`src/rtl/sram_bus_arb2_pkg.sv`:
```
// Shared types and defaults for the two-master SRAM bus arbiter.
// Holds the bus width defaults, FSM state encoding and the tie-break helper.
package sram_bus_arb2_pkg;

   localparam int unsigned AddrWDefault = 9;
   localparam int unsigned DataWDefault = 32;
   localparam int unsigned BeWDefault   = DataWDefault / 8;

   typedef enum logic [1:0] {
      ArbIdle = 2'd0,
      ArbGnt0 = 2'd1,
      ArbGnt1 = 2'd2
   } arb_state_e;

   // Round-robin pick from IDLE: on a tie the master that did not finish last wins.
   function automatic arb_state_e arb_pick(input logic req0,
                                           input logic req1,
                                           input logic last_gnt);
      arb_state_e pick;
      pick = ArbIdle;
      if (req0 && req1) begin
         pick = last_gnt ? ArbGnt0 : ArbGnt1;
      end else if (req0) begin
         pick = ArbGnt0;
      end else if (req1) begin
         pick = ArbGnt1;
      end
      return pick;
   endfunction

endpackage

```
`src/rtl/sram_bus_arb2.sv`:
```
// Two-master round-robin arbiter in front of sram_extern_32 on the 32-bit SRAM bus.
// One transaction per grant, with a mandatory IDLE arbitration cycle between grants.
module sram_bus_arb2
   import sram_bus_arb2_pkg::*;
#(
   parameter int unsigned ADDR_W = AddrWDefault,
   parameter int unsigned DATA_W = DataWDefault,
   parameter int unsigned BE_W   = BeWDefault
) (
   input  logic              clock,
   input  logic              rst,

   input  logic [ADDR_W-1:0] m0_address,
   input  logic [BE_W-1:0]   m0_byteena,
   input  logic [DATA_W-1:0] m0_data,
   input  logic              m0_wren,
   input  logic              m0_ce,
   output logic [DATA_W-1:0] m0_q,
   output logic              m0_wait,

   input  logic [ADDR_W-1:0] m1_address,
   input  logic [BE_W-1:0]   m1_byteena,
   input  logic [DATA_W-1:0] m1_data,
   input  logic              m1_wren,
   input  logic              m1_ce,
   output logic [DATA_W-1:0] m1_q,
   output logic              m1_wait,

   output logic [ADDR_W-1:0] s_address,
   output logic [BE_W-1:0]   s_byteena,
   output logic [DATA_W-1:0] s_data,
   output logic              s_wren,
   output logic              s_ce,
   input  logic [DATA_W-1:0] s_q,
   input  logic              s_wait
);

   arb_state_e state_q, state_d;
   logic       last_gnt_q, last_gnt_d;

   // State register
   always_ff @(posedge clock) begin
      if (rst) begin
         state_q    <= ArbIdle;
         last_gnt_q <= 1'b1;
      end else begin
         state_q    <= state_d;
         last_gnt_q <= last_gnt_d;
      end
   end

   // Next-state logic
   always_comb begin
      state_d    = state_q;
      last_gnt_d = last_gnt_q;
      unique case (state_q)
         ArbIdle: begin
            state_d = arb_pick(m0_ce, m1_ce, last_gnt_q);
         end
         ArbGnt0: begin
            // A dropped ce is a protocol violation; abandon without touching last_gnt.
            if (!m0_ce) begin
               state_d = ArbIdle;
            end else if (!s_wait) begin
               state_d    = ArbIdle;
               last_gnt_d = 1'b0;
            end
         end
         ArbGnt1: begin
            if (!m1_ce) begin
               state_d = ArbIdle;
            end else if (!s_wait) begin
               state_d    = ArbIdle;
               last_gnt_d = 1'b1;
            end
         end
         default: begin
            state_d = ArbIdle;
         end
      endcase
   end

   // Output mux and per-master stalls
   always_comb begin
      s_address = '0;
      s_byteena = '0;
      s_data    = '0;
      s_wren    = 1'b0;
      s_ce      = 1'b0;
      unique case (state_q)
         ArbGnt0: begin
            s_address = m0_address;
            s_byteena = m0_byteena;
            s_data    = m0_data;
            s_wren    = m0_wren;
            s_ce      = m0_ce;
         end
         ArbGnt1: begin
            s_address = m1_address;
            s_byteena = m1_byteena;
            s_data    = m1_data;
            s_wren    = m1_wren;
            s_ce      = m1_ce;
         end
         default: begin
            s_ce = 1'b0;
         end
      endcase

      // s_wait is only honoured for the owner; IDLE and the loser always stall.
      m0_wait = m0_ce & ~((state_q == ArbGnt0) & ~s_wait);
      m1_wait = m1_ce & ~((state_q == ArbGnt1) & ~s_wait);
      m0_q    = s_q;
      m1_q    = s_q;
   end

endmodule
```
`config.mk`:
```
export PLATFORM = sky130hd
export DESIGN_NAME = sram_bus_arb2
export DESIGN_NICKNAME = d
export VERILOG_FILES = /design/src/rtl/sram_bus_arb2_pkg.sv /design/src/rtl/sram_bus_arb2.sv
export SDC_FILE = /design/constraint.sdc
export NUM_CORES = 1
export LEC_CHECK = 0
export ABC_AREA = 1
export CORE_AREA = 2 2 93 95
export DETAILED_ROUTE_END_ITERATION = 8
export DIE_AREA = 0 0 95 97
export PLACE_DENSITY_LB_ADDON = 0.3
export SKIP_CTS_REPAIR_TIMING = 1
export SYNTH_ARGS = -nofsm -noshare
export SYNTH_HDL_FRONTEND = slang
export SYNTH_SLANG_ARGS = --single-unit
export TNS_END_PERCENT = 10
```
`constraint.sdc`:
```
create_clock -name clock -period 1.6 [get_ports clock]
set_clock_uncertainty 0.1 [all_clocks]
set_input_delay 0.16 -clock clock [delete_from_list [all_inputs] [get_ports clock]]
set_output_delay 0.16 -clock clock [all_outputs]
set_load 0.01 [all_outputs]
```
==> flow_summary.yaml <==
timing:
  finalCriticalPeriod_ns: 1.71
  layout_worst_path_cycle_share: 1.07
  worstMarginPinSlew_ns: 0.191
  clock.fmax_ghz: 0.584
  rsz0062_at_grt: "true"
  setup_violations: 47
  slew_headroom: 0.873
  finalSetupTns_ns: -3.10
  final-hold-violation-count: 0
  drv_slew: 0
  setup_ws_ns: -0.113
clock_tree:
  clkSinkCount: 3
  cts.clk_slew.worst_paths_ns: 0.03
  htree_levels: 1
  cts_tree: "yes"
  cts_made_buffers: 3
  cts_buffer_depth: 2
  cts_root_buffer: "clkbuf_8"
  clock_latency_ns: 0.22
finish:
  design_area_mm2: 0.00284
  finalNetCount: 502
  post-route-util: 0.349
  num_antenna_cells: 0
  area_delta_synth_final_pct: 93.4
  drive_gt1_frac: 0.363
  fillers: 888
floorplan:
  die_area_mm2: 0.00922
  io_pins: 242
  coreArea_mm2: 0.00813
  die_y_um: 97
  start_util: 0.180
  die_x_um: 95
  row_count: 33
placed_design:
  dp_hpwl_mm: 5.48
  gp_congestion: 0.790
  portBuffers: 145
  dpl-instance-area_mm2: 0.00268
logic_synthesis:
  syn-num-nets: 401
  synthCells: 266
  yosys_warnings: 0
  syn_avg_cell_area_um2: 5.52
  yosysTopAreaCell: "buf_4"
  synth_seq_area_share: 0.0409
  synth.top_cell.area_share: 0.332
  synth.area.top_cells: "buf_4, nand2_1, a21oi_1"
  synth_cell_type_count: 16
  synth-seq-cells: 3
  synth.cell_area_mm2: 0.00147
drt:
  viasPerCell: 4.18
  firstDrtPassIters: 4
  drc: 0
  wl_mm: 7.40
  vias: 1971
  routedWlPerCell_um: 15.7
  antenna_left: 0
  drt_iter0_drc: 35
global_routing:
  grt_max_degree: 32
  met2_usage: 0.250
  grt_pass1_wl_mm: 10.1
  met3_usage: 0.0366
  antenna_found_initial: 0
  gr-total-overflow: 0
  grt_pass1_vias: 1909
  globalRouteMet1Util: 0.162
  grt_busiest_layer: "met2"
  grt_usage: 0.136
setup_path:
  arrival_ns: 1.45
  critPathCaptureType: "output port"
  slowest_stage: "dfxtp_2"
  r2r_slack_ns: 0.09
  crit_top_cell: "buf_6"
  critPathMaxStageDelay_ns: 0.34
  critPathLaunchType: "flop"
  critPathKind: "flop to output port"
  cp.required_ns: 1.34
  cp_max_fo: 8
  path_cells: "buf_6, ha_4, buf_6, clkbuf_16, nand2_2, a21oi_2, buf_2"
pwr:
  powerDensity_mw_per_mm2: 378
  leakagePower_nw: 1.15
  irDropWorstVdd_uv: 379
job:
  max-cap-violations: 0
hold_path:
  hp-class: "input port to output port"
outcome:
  status: "finished, violations left"
  violations: "negative setup slack"
[flip-flops by register name, indices dropped and copies added, names as in the netlist]
register / cells
state_q: 2
last_gnt_q: 1
[cell usage after synthesis]
master      n
nand2_1   104
buf_4      65
a21oi_1    51
buf_2      10
inv_1      10
ha_1        6
nand3_1     5
buf_6       4
dfxtp_1     3
nor2_1      2
clkbuf_1    1
nand4_1     1
o211ai_1    1
o21ai_0     1
o21ai_1     1
or2_2       1
[cells in the final DEF, fill, tap and decap left out, types with 2 or more instances in the layout]
master and count:
inv_1 7, clkbuf_8 3, nand2_2 10, ha_1 2, buf_4 18, inv_4 2
a21oi_2 31, ha_4 3, clkbuf_2 4, clkdlybuf4s50_1 96, o21ai_1 2, buf_12 4
nand3_1 5, clkbuf_16 4, nand2_1 94, a21oi_1 20, buf_2 44, nor2_1 2
buf_6 4
[worst max-delay path: cells and delay by family (launching register included)]
family / cells / cell delay [ns]
adder cells (fa/ha/maj): 1 / 0.16
AO/OA/AOI/OAI: 1 / 0.13
buffers and inverters: 4 / 0.54
AND/OR/NAND/NOR: 1 / 0.05
flip-flops: 1 / 0.34
[metal layers]
layer,wire [um],vias up
met5,0,-
met1,2940,874
met3,629,8
li1,-,975
met2,3770,114
met4,57,0
[path summary, 6_finish.rpt]
check	from	depth (start not counted)	end
setup / recovery	state_q[1]	7	s_data[30]
hold / removal	s_q[9]	0	m1_q[9]
setup reg to reg	state_q[1]	8	last_gnt_q
hold reg to reg	last_gnt_q	2	last_gnt_q
[cell type report]
cell class                      count  area (um2)  area share
Sequential cell                     3        65.1      0.0229
Clock buffer                        4        45.0      0.0159
Tap cell                          105         131      0.0463
Multi-Input combinational cell    173         965       0.340
Timing Repair Buffer              176        1590       0.560
Inverter                           10        42.5      0.0150
[power by group]
part           switching (mW)  total [mW]  leakage, nW  internal [mW]
Combinational           0.328       0.755         1.10          0.427
Sequential            0.00715      0.0893       0.0258         0.0821
Clock                  0.0590       0.230       0.0228          0.171
Total                   0.394        1.07         1.15          0.680
[cell families (layout without fill, tap and decap cells)]
| kind of cell | count (synthesis) | count (layout) | share of synthesized area |
|---|---|---|---|
| AND/OR/NAND/NOR | 113 | 113 | 0.297 |
| AO/OA/AOI/OAI | 54 | 54 | 0.186 |
| adder cells (fa/ha/maj) | 6 | 6 | 0.0511 |
| buffers and inverters | 90 | 190 | 0.425 |
| flip-flops | 3 | 3 | 0.0409 |
[through the flow]
step,instances,setup WS [ns],hold slack (ns),total power [mW]
floorplan,266,0.0546,0.168,0.482
global placement,457,-0.364,0.220,0.755
finish,471,-0.113,0.220,1.07
global route,471,-0.175,0.220,1.15
detailed placement,457,-0.388,0.220,0.751
CTS,461,-0.641,0.220,0.992
No activity file was read; power rests on OpenSTA's default activity.
